===== config.mk =====
export PLATFORM = sky130hd
export DESIGN_NAME = alrdwr_mux_rr
export DESIGN_NICKNAME = d
export VERILOG_FILES = /design/src/rtl/alrdwr_mux_rr.sv
export SDC_FILE = /design/constraint.sdc
export NUM_CORES = 1
export LEC_CHECK = 0
export ABC_AREA = 1
export BUFFER_PORTS_ARGS = -buffer_cell sky130_fd_sc_hd__buf_2
export CORE_AREA = 3 3 89 91
export CTS_CLUSTER_DIAMETER = 100
export CTS_CLUSTER_SIZE = 14
export DETAILED_ROUTE_END_ITERATION = 16
export DIE_AREA = 0 0 92 94
export GPL_TIMING_DRIVEN = 0
export MAX_ROUTING_LAYER = met4
export PLACE_DENSITY = 0.68
export SLEW_MARGIN = 20
export SYNTH_ARGS = -nofsm -noshare
export SYNTH_HDL_FRONTEND = slang
export SYNTH_SLANG_ARGS = --single-unit

===== constraint.sdc =====
create_clock -name clk -period 2.8 [get_ports clk]
set_input_delay 0.42 -clock clk [delete_from_list [all_inputs] [get_ports clk]]
set_output_delay 0.42 -clock clk [all_outputs]
set_load 0.005 [all_outputs]

===== src/rtl/alrdwr_mux_rr.sv =====
// Round-robin arbiter sharing one downstream AL port among SLAVE_COUNT requesters.
// Define ALRDWR_MUX_RD_TIMEOUT_EN to add the stalled-read timeout and late-response drop logic.
module alrdwr_mux_rr #(
  parameter int DATA_BITS           = 2,
  parameter int DATA_WIDTH          = 8 << DATA_BITS,
  parameter int ADDR_WIDTH          = 4,
  parameter int ID_WIDTH            = 1,
  parameter int SLAVE_COUNT         = 2,
  parameter int SLAVE_COUNT_BITS    = (SLAVE_COUNT > 1) ? $clog2(SLAVE_COUNT) : 1,
  parameter int RD_OUTSTANDING_BITS = 2,
  parameter int RD_TIMEOUT          = 1023
) (
  input  logic                                             clk,
  input  logic                                             rst_n,
  input  logic [SLAVE_COUNT*(ADDR_WIDTH-DATA_BITS)-1:0]    sn_al_waddr,
  input  logic [SLAVE_COUNT*DATA_WIDTH-1:0]                sn_al_wdata,
  input  logic [SLAVE_COUNT-1:0]                           sn_al_wvalid,
  input  logic [SLAVE_COUNT*ID_WIDTH-1:0]                  sn_al_wid,
  output logic [SLAVE_COUNT-1:0]                           sn_al_wready,
  input  logic [SLAVE_COUNT*(ADDR_WIDTH-DATA_BITS)-1:0]    sn_al_araddr,
  input  logic [SLAVE_COUNT-1:0]                           sn_al_arvalid,
  input  logic [SLAVE_COUNT*ID_WIDTH-1:0]                  sn_al_arid,
  output logic [SLAVE_COUNT-1:0]                           sn_al_arready,
  output logic [SLAVE_COUNT*DATA_WIDTH-1:0]                sn_al_rdata,
  output logic [SLAVE_COUNT-1:0]                           sn_al_rvalid,
  output logic [SLAVE_COUNT*ID_WIDTH-1:0]                  sn_al_rid,
  input  logic [SLAVE_COUNT-1:0]                           sn_al_rready,
  output logic [ADDR_WIDTH-DATA_BITS-1:0]                  m_al_waddr,
  output logic [DATA_WIDTH-1:0]                            m_al_wdata,
  output logic                                             m_al_wvalid,
  output logic [ID_WIDTH-1:0]                              m_al_wid,
  input  logic                                             m_al_wready,
  output logic [ADDR_WIDTH-DATA_BITS-1:0]                  m_al_araddr,
  output logic                                             m_al_arvalid,
  output logic [ID_WIDTH-1:0]                              m_al_arid,
  input  logic                                             m_al_arready,
  input  logic [DATA_WIDTH-1:0]                            m_al_rdata,
  input  logic                                             m_al_rvalid,
  input  logic [ID_WIDTH-1:0]                              m_al_rid,
  output logic                                             m_al_rready
);

  localparam int AW    = ADDR_WIDTH - DATA_BITS;
  localparam int SB    = SLAVE_COUNT_BITS;
  localparam int OB    = RD_OUTSTANDING_BITS;
  localparam int DEPTH = 1 << OB;
`ifdef ALRDWR_MUX_RD_TIMEOUT_EN
  localparam int EW    = SB + ID_WIDTH;
  localparam int TW    = (RD_TIMEOUT > 0) ? $clog2(RD_TIMEOUT + 1) : 1;
`else
  localparam int EW    = SB;
`endif

  // First requester at or after ptr, wrapping; returns ptr when nobody requests.
  function automatic logic [SB-1:0] rr_pick(input logic [SLAVE_COUNT-1:0] req,
                                            input logic [SB-1:0] ptr);
    logic [SB-1:0] pick;
    int idx;
    pick = ptr;
    for (int i = SLAVE_COUNT - 1; i >= 0; i--) begin
      idx = (int'(ptr) + i) % SLAVE_COUNT;
      if (req[idx]) pick = idx[SB-1:0];
    end
    return pick;
  endfunction

  function automatic logic [SB-1:0] rr_next(input logic [SB-1:0] g);
    if (int'(g) >= SLAVE_COUNT - 1) return '0;
    return g + 1'b1;
  endfunction

  logic          active;
  logic [SB-1:0] w_ptr, w_own, w_grant;
  logic          w_lock, w_hs;
  logic [SB-1:0] r_ptr, r_own, r_grant;
  logic          r_lock, ar_hs, ar_block;

  logic [EW-1:0] fifo_mem [DEPTH];
  logic [OB-1:0] wr_ptr, rd_ptr;
  logic [OB:0]   count;
  logic          fifo_full, fifo_empty, r_pop;
  logic [EW-1:0] head_entry;
  logic [SB-1:0] head_idx;
  logic [EW-1:0] push_entry;

  logic [DATA_WIDTH-1:0] r_data_word;
  logic [ID_WIDTH-1:0]   r_id_word;

  // Outputs stay quiet until the first clock after reset release.
  always_ff @(posedge clk or negedge rst_n) begin
    if (!rst_n) active <= 1'b0;
    else        active <= 1'b1;
  end

  always_comb begin
    w_grant = w_lock ? w_own : rr_pick(sn_al_wvalid, w_ptr);
  end

  assign m_al_wvalid = active & sn_al_wvalid[w_grant];
  assign m_al_waddr  = sn_al_waddr[w_grant*AW +: AW];
  assign m_al_wdata  = sn_al_wdata[w_grant*DATA_WIDTH +: DATA_WIDTH];
  assign m_al_wid    = sn_al_wid[w_grant*ID_WIDTH +: ID_WIDTH];
  assign w_hs        = m_al_wvalid & m_al_wready;

  always_comb begin
    sn_al_wready          = '0;
    sn_al_wready[w_grant] = active & m_al_wready;
  end

  always_ff @(posedge clk or negedge rst_n) begin
    if (!rst_n) begin
      w_ptr  <= '0;
      w_own  <= '0;
      w_lock <= 1'b0;
    end else begin
      w_lock <= m_al_wvalid & ~m_al_wready;
      w_own  <= w_grant;
      if (w_hs) w_ptr <= rr_next(w_grant);
    end
  end

  // A same-cycle pop frees the slot, so a full FIFO still accepts a new read.
  assign ar_block = fifo_full & ~r_pop;

  always_comb begin
    r_grant = r_lock ? r_own : rr_pick(sn_al_arvalid, r_ptr);
  end

  assign m_al_arvalid = active & sn_al_arvalid[r_grant] & ~ar_block;
  assign m_al_araddr  = sn_al_araddr[r_grant*AW +: AW];
  assign m_al_arid    = sn_al_arid[r_grant*ID_WIDTH +: ID_WIDTH];
  assign ar_hs        = m_al_arvalid & m_al_arready;

  always_comb begin
    sn_al_arready          = '0;
    sn_al_arready[r_grant] = active & m_al_arready & ~ar_block;
  end

  always_ff @(posedge clk or negedge rst_n) begin
    if (!rst_n) begin
      r_ptr  <= '0;
      r_own  <= '0;
      r_lock <= 1'b0;
    end else begin
      r_lock <= m_al_arvalid & ~m_al_arready;
      r_own  <= r_grant;
      if (ar_hs) r_ptr <= rr_next(r_grant);
    end
  end

`ifdef ALRDWR_MUX_RD_TIMEOUT_EN
  assign push_entry = {r_grant, m_al_arid};
`else
  assign push_entry = r_grant;
`endif

  assign fifo_full  = (count == (OB+1)'(DEPTH));
  assign fifo_empty = (count == '0);
  assign head_entry = fifo_mem[rd_ptr];
  assign head_idx   = head_entry[EW-1 -: SB];

  always_ff @(posedge clk) begin
    if (ar_hs) fifo_mem[wr_ptr] <= push_entry;
  end

  always_ff @(posedge clk or negedge rst_n) begin
    if (!rst_n) begin
      wr_ptr <= '0;
      rd_ptr <= '0;
      count  <= '0;
    end else begin
      if (ar_hs) wr_ptr <= wr_ptr + 1'b1;
      if (r_pop) rd_ptr <= rd_ptr + 1'b1;
      case ({ar_hs, r_pop})
        2'b10:   count <= count + 1'b1;
        2'b01:   count <= count - 1'b1;
        default: count <= count;
      endcase
    end
  end

`ifdef ALRDWR_MUX_RD_TIMEOUT_EN
  logic [TW-1:0] tmo_cnt;
  logic [OB:0]   drop_cnt;
  logic          tmo_fire, tmo_pop, dropping, drop_dec;

  assign tmo_fire = ~fifo_empty & (tmo_cnt == TW'(RD_TIMEOUT));
  assign tmo_pop  = tmo_fire & sn_al_rready[head_idx];
  assign dropping = (drop_cnt != '0);
  assign drop_dec = dropping & m_al_rvalid;

  // Timed-out heads answer with all-ones; their late downstream responses are swallowed.
  always_comb begin
    sn_al_rvalid = '0;
    m_al_rready  = dropping;
    r_pop        = 1'b0;
    r_data_word  = m_al_rdata;
    r_id_word    = m_al_rid;
    if (tmo_fire) begin
      sn_al_rvalid[head_idx] = 1'b1;
      r_data_word            = '1;
      r_id_word              = head_entry[ID_WIDTH-1:0];
      r_pop                  = sn_al_rready[head_idx];
    end else if (!dropping && !fifo_empty) begin
      sn_al_rvalid[head_idx] = m_al_rvalid;
      m_al_rready            = sn_al_rready[head_idx];
      r_pop                  = m_al_rvalid & sn_al_rready[head_idx];
    end
  end

  always_ff @(posedge clk or negedge rst_n) begin
    if (!rst_n) begin
      tmo_cnt  <= '0;
      drop_cnt <= '0;
    end else begin
      if (r_pop || fifo_empty)            tmo_cnt <= '0;
      else if (tmo_cnt != TW'(RD_TIMEOUT)) tmo_cnt <= tmo_cnt + 1'b1;
      case ({tmo_pop, drop_dec})
        2'b10:   drop_cnt <= drop_cnt + 1'b1;
        2'b01:   drop_cnt <= drop_cnt - 1'b1;
        default: drop_cnt <= drop_cnt;
      endcase
    end
  end
`else
  always_comb begin
    sn_al_rvalid = '0;
    m_al_rready  = 1'b0;
    r_pop        = 1'b0;
    r_data_word  = m_al_rdata;
    r_id_word    = m_al_rid;
    if (!fifo_empty) begin
      sn_al_rvalid[head_idx] = m_al_rvalid;
      m_al_rready            = sn_al_rready[head_idx];
      r_pop                  = m_al_rvalid & sn_al_rready[head_idx];
    end
  end
`endif

  assign sn_al_rdata = {SLAVE_COUNT{r_data_word}};
  assign sn_al_rid   = {SLAVE_COUNT{r_id_word}};

endmodule


# [Yosys cells after proc, flatten, opt, wreduce, memory -nomap -nowiden]
# Memories as Yosys holds them, arrays and structs flattened.
# Index checks and enable logic that the tools add are counted.
[op_classes] n_addsub=8 order_cmp=12 n_eq_ne=3 shifts=5 n_mux=42 bitwise_logic=21 reduce_logical=5
[op_table] cell="$shiftx 64x7->32" n=1
[op_table] cell="$mux 1" n=37
[op_table] cell="$and 1x1->1" n=12
[op_table] cell="$lt 1x2->1 const B" n=5
[op_table] cell="$shiftx 4x3->2" n=2
[op_table] cell="$and 2x2->2" n=3
[op_table] cell="$lt 2x3->1 const B" n=2
[op_table] cell="$pmux 3 s2" n=1
[op_table] cell="$ge 1x1->1 const B" n=5
[op_table] cell="$add 1x1->1 const B" n=4
[op_table] cell="$add 2x1->2 const B" n=2
[op_table] cell="$not 1->1" n=4
[op_table] cell="$shiftx 2x2->1" n=2
[op_table] cell="$add 3x1->3 const B" n=1
[op_table] cell="$demux 1 s1" n=3
[op_table] cell="$eq 3x3->1 const B" n=1
[op_table] cell="$logic_and 1x1->1" n=3
[op_table] cell="$logic_not 3->1" n=1
[op_table] cell="$sub 3x1->3 const B" n=1
[op_table] cell="$and 1x1->1 const A" n=2
[op_table] cell="$eq 2x1->1 const B" n=1
[op_table] cell="$eq 2x2->1 const B" n=1
[op_table] cell="$mux 2" n=1
[op_table] cell="$reduce_bool 2->1" n=1
[word_totals] ff_bits=14 ramBits=4 output_inout_bits=113 elab_cells=107 mem_count=1
[memory_table] memory="fifo_mem" depth=4 word_bits=1 read_ports=1 rd_clocked_by_memory_dff=0 write_ports=1 line="78" text="logic [EW-1:0] fifo_mem [DEPTH];"

# [Logic depth before layout (Yosys ltp)]
# Gate-level depths: netlist of run 1.
[logic_depth] depth_word=15 ltp_mapped=14

# [Least setup slack after synthesis of run 1]
# OpenSTA, ideal clock, no wires.
[synth_path] kind="input to register" startpoint="input port sn_al_arvalid[1]" endpoint="register count[2]" setup_ns=0.131 t_arrival_ns=2.001 required_time_ns=2.669 setup_slack_ns=0.668 cell_stages=13 path_cell_list="inv_1 -> o21bai_1 -> nand2_1 -> nand2_4 -> nor2_1 -> nor2_4 -> nand3_4 -> ha_1 -> inv_1 -> fa_1 -> a21oi_1 -> o21ai_0 -> xor2_1"
[synth_between] elab_chain_cells=13 word_cells_on_any_way=17 classes_between="eq/ne (2); mux (11); bitwise (3); reduce/logical (1)"
[synth_lines] item="start, declared" line="21" text="input logic [SLAVE_COUNT-1:0] sn_al_arvalid,"
[synth_lines] item="$mux 1 (not written as such) (3 in series)" line="62" text="if (req[idx]) pick = idx[SB-1:0];"
[synth_lines] item="$mux 1" line="62"
[synth_lines] item="$mux 1 (*)" line="62"
[synth_lines] item="$mux 1 (*)" line="126" text="r_grant = r_lock ? r_own : rr_pick(sn_al_arvalid, r_ptr);"
[synth_lines] item="net push_entry" line="84" text="logic [EW-1:0] push_entry;"
[synth_lines] item="$mux 1 (not written as such) (*) (2 in series)" line="129" text="assign m_al_arvalid = active & sn_al_arvalid[r_grant] & ~ar_block;"
[synth_lines] item="$and 1x1->1 (*) (2 in series)" line="129"
[synth_lines] item="$and 1x1->1 (*)" line="132" text="assign ar_hs = m_al_arvalid & m_al_arready;"
[synth_lines] item="$eq 2x1->1 or $eq 2x2->1 (tied branches)" line="174" text="case ({ar_hs, r_pop})"
[synth_lines] item="$pmux 3 s2 or $reduce_bool 2->1 (tied branches)"
[synth_lines] item="end signal, assigned" line="175" text="2'b10: count <= count + 1'b1;"
[synth_lines] item="end signal, assigned" line="176" text="2'b01: count <= count - 1'b1;"
[synth_lines] item="end signal, assigned" line="177" text="default: count <= count;"
[synth_lines] item="end, declared" line="80" text="logic [OB:0] count;"
# The timed path passes the listed nets; every way through them passes the cells marked *. The select of a mux whose other input is x is not followed.
# A chain may end at the register's enable or synchronous reset.

# [Worst setup path after layout of run 1]
[layout_path] startpoint="register count[0]" endpoint="register count[2]"
[layout_between] elab_chain_cells=9 word_cells_on_any_way=14 classes_between="add/sub (2); eq/ne (3); mux (2); bitwise (5); reduce/logical (2)"
[layout_lines] item="$logic_not 3->1" line="158" text="assign fifo_empty = (count == '0);"
[layout_lines] item="$mux 1" line="232" text="if (!fifo_empty) begin"
[layout_lines] item="$not 1->1" line="123" text="assign ar_block = fifo_full & ~r_pop;"
[layout_lines] item="$and 1x1->1" line="123"
[layout_lines] item="$not 1->1" line="129"
[layout_lines] item="$and 1x1->1" line="129"
[layout_lines] item="$and 1x1->1" line="132"
[layout_lines] item="$eq 2x1->1 or $eq 2x2->1 (tied branches)" line="174"
[layout_lines] item="$pmux 3 s2 or $reduce_bool 2->1 (tied branches)"
# Several ways; a longest one is shown, not always the timed one.

==> results of run 1 <==
==> cell usage after synthesis (all sizes together) <==
library cell / count / area, sq um
nand2: 140 / 548.0
buf: 73 / 535.5
inv: 25 / 93.84
nor2: 17 / 78.83
dfrtp: 14 / 350.3
nand3: 7 / 75.07
ha: 5 / 62.56
a21oi: 4 / 20.02
edfxtp: 4 / 120.1
nand4: 4 / 25.02
o21ai: 4 / 20.01
xor2: 3 / 26.28
nor3: 2 / 10.01
conb: 1 / 3.750
fa: 1 / 20.02
nand3b: 1 / 7.510
o21bai: 1 / 7.510
xnor2: 1 / 8.760
==> sequential cells by signal (all words and copies together), names as in the netlist <==
name / flops
fifo_mem: 4
active: 1
w_own: 1
w_lock: 1
w_ptr: 1
wr_ptr: 2
r_own: 1
r_ptr: 1
rd_ptr: 2
count: 3
r_lock: 1
==> worst reg2reg max path, stage by stage (launching register included) <==
cell and delay, ns:
dfrtp_1 0.39, inv_1 0.10, nand2_1 0.08, nor2_1 0.15
nor2_2 0.07, nand3_4 0.11, nand2_4 0.09, nand3_4 0.14
ha_1 0.16, inv_1 0.06, fa_1 0.37, a21oi_1 0.15
o21ai_0 0.11, xor2_1 0.15
==> how the worst max path moves through the flow <==
| stage | endpoint | slack, ns |
|---|---|---|
| 5_1_grt | count[2] | 0.32 |
| 3_3_place_gp | count[2] | 0.45 |
| 3_5_place_dp | count[2] | 0.41 |
| 4_1_cts | count[2] | 0.53 |
| 6_report | count[2] | 0.55 |
| 2_1_floorplan | count[2] | 0.67 |
==> metrics by stage <==
step | power (W) | hold slack, ns | worst slack [ns] | util, %
6_report | 0.001801 | 0.06453 | 0.5505 | 44.07
5_1_grt | 0.002003 | 0.08005 | 0.3241 | 44.07
3_3_place_gp | 0.001624 | 0.3316 | 0.4525 | 43.43
2_1_floorplan | 0.001171 | 0.1244 | 0.6683 | -
4_1_cts | 0.001836 | 0.06650 | 0.5316 | 44.00
3_5_place_dp | 0.001647 | 0.3400 | 0.4069 | 43.43
==> logic make-up after synthesis <==
family | after synthesis | share of synthesized area [%]
simple gates | 171 | 36.98
buf+inv | 98 | 31.26
flops | 18 | 23.37
compound gates | 9 | 2.361
fa+ha+maj | 6 | 4.102
xor+xnor | 4 | 1.741
other cells | 1 | 0.1863
==> area by class of cell <==
| class | instances | area [sq um] |
|---|---|---|
| antenna | 2 | 5.005 |
| buffer | 73 | 535.5 |
| clock buffer | 3 | 41.29 |
| fill | 759 | 4035 |
| inverter | 25 | 93.84 |
| multi-input combinational | 191 | 913.4 |
| sequential | 18 | 470.5 |
| tap | 99 | 123.9 |
| timing repair buffer | 199 | 996.0 |
==> report_power, final <==
group	internal [W]	switching [W]	leakage (nW)	total, W
Combinational	0.000536	0.000672	1.81	0.00121
Clock	0.0000954	0.0000794	0.0216	0.000175
Sequential	0.000363	0.0000559	0.208	0.000419
==> per-layer routing <==
metal	vias to the layer above	part of all wire [%]	GRT usage (%)
li1	1266	-	-
met1	1013	39	17.64
met2	133	48	26.16
met3	2	13	4.808
met4	0	0.11	2.475
met5	-	0	-
==> out/results.ini, run 1 <==
[global_routing]
antenna_found_initial = 2
grt_max_degree = 15
grt-ovfl-total = 0
track_usage_pct = 15.16
grt_pass1_wl_mm = 10.43
grt_pass1_vias = 2222

[critical_path]
rr_startpoint = count[0]
startpoint = count[0]
cp_slowest_cell = dfrtp_1
crit_cells = 13
slowest_delay_ns = 0.39
critPathLaunchType = flip-flop
path_cells = inv_1 > nand2_1 > nor2_1 > nor2_2 > nand3_4 > nand2_4 > nand3_4 > ha_1 > inv_1 > fa_1 > a21oi_1 > o21ai_0 > xor2_1
required_ns = 2.93
path_class = reg2reg
reg2reg_to = count[2]
r2r_cells = 13
critical_path.max_fanout = 8
path_delay_family = simple AND/OR/NAND/NOR gates
rrSetupSlack_ns = 0.55
crit_path_end_kind = flip-flop
crit_buf_inv = 2
arrival_ns = 2.38

[sta]
drv_slew = 0
fin_skew_ns = 0.005479
finalHoldViolCount = 0
final.min_clock_period_ns = 2.249
timing.final.crit_share_pct = 80.34
finalSetupViolCount = 0
rsz0062_at_grt = false
finalSetupTns_ns = 0
fmax_ghz = 0.4445

[place]
gp_congestion = 0.7296
placed_cells = 605
io_buffers = 199
dpl.hpwl_mm = 6.320
dpl_cell_area_sq_mm = 0.003133

[floorplanning]
dieArea_sq_mm = 0.008648
row_count = 31
start_util_pct = 27.90
die_h_microns = 94
die_w_microns = 92
ios = 233
design.core.area_sq_mm = 0.007214

[synthesis]
ys.warnings.count = 0
syn-cell-area_sq_mm = 0.002013
netlist_instances = 307
syn_nets = 433
synth.avg_cell_area_sq_um = 6.558
synth-seq-cells = 18
ys_seq_area_share_pct = 23.37
synthDistinctLibCells = 27

[cells_and_area]
fin_area_sq_mm = 0.003179
final_common_cell = buf_2
area_growth_pct = 57.92
final_layout_size_suffix_gt1_share_pct = 57.56
mostFrequentLayoutCells = buf_2, nand2_1, buf_4, inv_1, dfrtp_1
fin_nets = 637
final_cells = 610

[drt]
wire_per_inst_microns = 11.58
routed_wl_mm = 7.065
drt-initial-drc-count = 32
routed_via_density = 3.957
drt-pass1-iter-count = 4
antenna_left = 0
vias = 2414
drcViolationCount = 0

[hold_path]
hold_class = in2async

[clock_tree]
cts-resized-gates = 0
cts_root_buf = clkbuf_8
post-cts-setup-buffer-count = 0
cts_hold_buf = 0
htree_levels = 1
cts_tree = built
clock-sinks = 18
clk_latency_ns = 0.25
cts.path.max_buffers = 2
cts_buffers = 3
path_clk_slew_ns = 0.07

[power_and_ir_drop]
cellPowerDensity_mw_per_mm2 = 566.6
power_leakage_nw = 2.043
vdd_ir_drop_max_mv = 0.3128

[job]
cap_violations = 0

[run_status]
status = complete, no violations

No activity file was read; power rests on OpenSTA's default activity.
==> run 2: changes to the inputs <==
- PLACE_DENSITY: 0.68 -> 0.71
- clock period: 2.8 -> 1.93 ns (I/O delays scaled with it)
==> out/results.ini, run 2 (synthesis gave the netlist of run 1 again) <==
[run_status]
status = finished with violations
violations = negative setup slack

[clock_tree]
htree_levels = 1
cts_buffers = 3
cts_tree = built
clock-sinks = 18
cts_root_buf = clkbuf_8
path_clk_slew_ns = 0.06
clk_latency_ns = 0.25
cts.path.max_buffers = 2

[sta]
hold_ws_ns = 0.2265
worst_slack_ns = -0.1056
drv_slew = 0
timing.final.crit_share_pct = 105.5
finalHoldViolCount = 0
finalSetupViolCount = 3
fin_skew_ns = 0.001101
finalSetupTns_ns = -0.1367
rsz0062_at_grt = true
fmax_ghz = 0.4912
final.min_clock_period_ns = 2.036

[place]
io_buffers = 199
gp_congestion = 0.7593
dpl.hpwl_mm = 6.057

[critical_path]
crit_buf_inv = 1
path_cells = nand2_1 > nand3_4 > nand2_4 > nand2_4 > nand3_4 > nand2_4 > nand3_4 > ha_4 > inv_4 > fa_2 > a21oi_2 > o21ai_1 > xor2_1
rr_startpoint = rd_ptr[0]
cp_slowest_cell = dfrtp_1
crit_path_end_kind = flip-flop
rrSetupSlack_ns = -0.11
arrival_ns = 2.17
critPathLaunchType = flip-flop
critical_path.max_fanout = 3
required_ns = 2.06
r2r_cells = 13
path_class = reg2reg
slowest_delay_ns = 0.41
reg2reg_to = count[2]
path_delay_family = simple AND/OR/NAND/NOR gates

[floorplanning]
dieArea_sq_mm = 0.008648
die_h_microns = 94
start_util_pct = 27.90
ios = 233
row_count = 31
die_w_microns = 92
design.core.area_sq_mm = 0.007214

[power_and_ir_drop]
power_frac_seq_pct = 19.3
power.total_w = 0.003222
vdd_ir_drop_max_mv = 0.3858
combPwrFrac_pct = 72.6
switching_power_w = 0.001389
switching_share_pct = 43.13
p_int_w = 0.001832
p_clk_share_pct = 8.1
cellPowerDensity_mw_per_mm2 = 915.7
power_leakage_nw = 2.188

[drt]
vias = 2509
wire_per_inst_microns = 11.61
drt-pass1-iter-count = 4
routed_via_density = 3.951
drcViolationCount = 0
antenna_left = 0
drt-initial-drc-count = 44
routed_wl_mm = 7.373

[job]
cap_violations = 0

[cells_and_area]
area_growth_pct = 74.77
reg.largest.list = fifo_mem x4, count x3
regMostFlops = fifo_mem
mostFrequentLayoutCells = buf_2, nand2_1, buf_4, inv_1, dfrtp_1
largest_reg_flops = 4
final_layout_size_suffix_gt1_share_pct = 62.73
fin_nets = 661
final_common_cell = buf_2

[hold_path]
hold_class = in2reg
hp-start = m_al_wready
min_path_cells = 2
min_to = w_lock

[global_routing]
grt-ovfl-total = 0
grt_pass1_wl_mm = 10.47
track_usage_pct = 15.20
grt_max_degree = 15
antenna_found_initial = 2
grt_pass1_vias = 2248

[run 2: cell count changes in the layout (fill, tap and decap cells not counted), sizes merged]
cell,before,now
buf,272,294
clkbuf,3,4
clkinv,0,1
dlygate4sd3,0,1
[run 2: how the worst max path moves through the flow]
stage	from	depth (start not counted)	endpoint	slack, ns
detailed placement	rd_ptr[0]	14	count[2]	-0.24
floorplan	rd_ptr[0]	14	count[2]	-0.05
global placement	rd_ptr[0]	14	count[2]	-0.16
CTS	rd_ptr[0]	13	count[2]	-0.12
finish	rd_ptr[0]	13	count[2]	-0.11
global route	rd_ptr[0]	14	count[2]	-0.23
[run 2: what timing repair did]
| item | CTS | global route |
|---|---|---|
| hold buffers | 1 | 0 |
| hold endpoints to repair | 14 | 0 |
| gates resized for setup | 10 | 21 |
| endpoints found under the setup margin | 27 | 36 |
| buffers inserted | 11 | 13 |
| pin swaps | 6 | 10 |
| gates cloned | 0 | 1 |
[run 2: area by class of cell]
cell class | count | area, sq um
fillers | 713 | 3696
repair buffers | 223 | 1204
multi-input cells | 191 | 1005
plain buffers | 73 | 564.3
flip-flops and latches | 18 | 470.5
well taps | 99 | 123.9
inverters | 25 | 101.3
clock buffers | 3 | 41.29
diodes | 2 | 5.005
clock inverters | 1 | 3.754
[run 2: through the flow]
stage | instance area (sq um) | cells | util [%] | setup slack (ns)
after floorplan | 2038 | 307 | - | -0.04886
after global placement | 3158 | 605 | 43.77 | -0.1618
after detailed placement | 3158 | 605 | 43.77 | -0.2384
after CTS | 3329 | 621 | 46.15 | -0.1246
after global routing | 3518 | 635 | 48.77 | -0.2336
final | 3518 | 635 | 48.77 | -0.1056
[run 2: power groups by stage]
stage,registers (W),clock network (W),logic (W)
after global placement,0.000615,0,0.00179
final,0.000622,0.000262,0.00234
after CTS,0.000618,0.000271,0.00204
after floorplan,0.000602,0,0.00114
after global routing,0.000637,0.000294,0.00261
after detailed placement,0.000620,0,0.00183
[run 2: metal layers]
metal	track usage (%)	part of all wire, %	vias up	routed length (microns)
li1	-	-	1315	-
met1	18.41	38	1041	2829
met2	26.46	49	146	3642
met3	2.804	11	7	824
met4	3.342	1.0	0	76
met5	-	0	-	0
==> run 3: changes to the inputs <==
- PLACE_DENSITY: 0.71 -> 0.68
- SKIP_CTS_REPAIR_TIMING: unset -> 1
- clock period: 1.93 -> 2.13 ns (I/O delays scaled with it)
==> out/results.ini, run 3 (synthesis gave the netlist of run 1 again) <==
[run_status]
status = complete, no violations

[floorplanning]
die_h_microns = 94
row_count = 31
dieArea_sq_mm = 0.008648
start_util_pct = 27.90
ios = 233
die_w_microns = 92
design.core.area_sq_mm = 0.007214

[cells_and_area]
fin_nets = 653
largest_reg_flops = 4
mostFrequentLayoutCells = buf_2, nand2_1, buf_4, inv_1, dfrtp_1
fin_util_pct = 46.22
final_common_cell = buf_2
final_layout_size_suffix_gt1_share_pct = 60.57
fin_area_sq_mm = 0.003334
reg.largest.list = fifo_mem x4, count x3
regMostFlops = fifo_mem
area_growth_pct = 65.63

[drt]
routed_wl_mm = 7.408
drt-pass1-iter-count = 4
wire_per_inst_microns = 11.83
drt-initial-drc-count = 34
drcViolationCount = 0
antenna_left = 0
vias = 2520
routed_via_density = 4.026

[sta]
worst_slack_ns = 0.05511
finalSetupViolCount = 0
fin_skew_ns = 0.004357
fmax_ghz = 0.4820
hold_ws_ns = 0.2573
drv_slew = 0
timing.final.crit_share_pct = 97.41
final.min_clock_period_ns = 2.075
finalHoldViolCount = 0

[critical_path]
path_cells = inv_2 > nand2_1 > nand3_2 > nand3_2 > nand3_4 > nand2_4 > nand3_4 > ha_4 > inv_2 > fa_2 > a21oi_2 > o21ai_1 > xor2_1
crit_path_end_kind = flip-flop
critical_path.max_fanout = 5
path_class = reg2reg
cp_slowest_cell = dfrtp_1
critPathLaunchType = flip-flop
slowest_delay_ns = 0.41
required_ns = 2.27
arrival_ns = 2.21

[hold_path]
hold_class = in2reg

[clock_tree]
cts.path.max_buffers = 2
cts_buffers = 3
path_clk_slew_ns = 0.07
htree_levels = 1
clk_latency_ns = 0.25
clock-sinks = 18
cts_tree = built
cts_root_buf = clkbuf_8

[place]
dpl_cell_area_sq_mm = 0.003133
dpl.hpwl_mm = 6.320
gp_congestion = 0.7296
pre_cts_slack_ns = -0.1626
io_buffers = 199

[global_routing]
grt_max_degree = 15
antenna_found_initial = 2
grt_pass1_wl_mm = 10.43
track_usage_pct = 15.16
grt-ovfl-total = 0
grt_pass1_vias = 2222

[power_and_ir_drop]
power_leakage_nw = 2.117
cellPowerDensity_mw_per_mm2 = 782.7
power.total_w = 0.002610
vdd_ir_drop_max_mv = 0.4739

[job]
cap_violations = 0

[run 3: cell count changes in the layout (fill, tap and decap cells not counted), moves of 3 or more]
cell	change
buf_2	+3
buf_4	-5
buf_6	-5
nand2_1	+5
nand2_4	-3
nand3_2	+3
nand3_4	-3
[run 3: worst paths after layout]
| path | start | end | slack, ns | cells after the start |
|---|---|---|---|---|
| max in group asynchronous | rst_n | w_ptr | 1.37 | 2 |
| worst max register to register | rd_ptr[0] | count[2] | 0.06 | 13 |
| worst min-delay path | m_al_wready | w_lock | 0.26 | 2 |
| min in group asynchronous | rst_n | wr_ptr[0] | 0.50 | 2 |
| worst max-delay path | rd_ptr[0] | count[2] | 0.06 | 13 |
| worst min register to register | r_ptr | r_ptr | 0.49 | 2 |
[run 3: critical path, delay by kind of cell (launching register included)]
family | cells | cell delay, ns
AOI/OAI and AO/OA | 2 | 0.22
xor gates and xnor gates | 1 | 0.15
buffers and inverters | 2 | 0.14
DFF | 1 | 0.41
and+or+nand+nor | 6 | 0.53
adders and majority gates | 2 | 0.51
[run 3: power by group]
group / internal, W / leakage [nW] / switching, W / total [W]
logic: 0.000861 / 1.89 / 0.000955 / 0.00182
registers: 0.000477 / 0.208 / 0.0000808 / 0.000558
clock network: 0.000126 / 0.0216 / 0.000110 / 0.000235
[run 3: metrics by stage]
| stage | TNS [ns] | instances |
|---|---|---|
| 2_1_floorplan | 0 | 307 |
| 3_3_place_gp | -0.1759 | 605 |
| 3_5_place_dp | -0.2658 | 605 |
| 4_1_cts | -0.2184 | 608 |
| 5_1_grt | -0.1269 | 626 |
| 6_report | 0 | 626 |
[run 3: layout make-up]
class | count | area (sq um)
inverter | 25 | 93.84
timing repair buffer | 215 | 1119
antenna | 2 | 5.005
sequential | 18 | 470.5
clock buffer | 3 | 41.29
fill | 754 | 3880
buffer | 73 | 538.0
multi-input combinational | 191 | 943.4
tap | 99 | 123.9
[run 3: layer usage]
layer	wire, microns	GRT usage [%]	share of wire [%]
met3	927	4.808	13
met2	3663	26.16	49
met5	0	-	0
met1	2774	17.64	37
met4	42	2.475	0.57
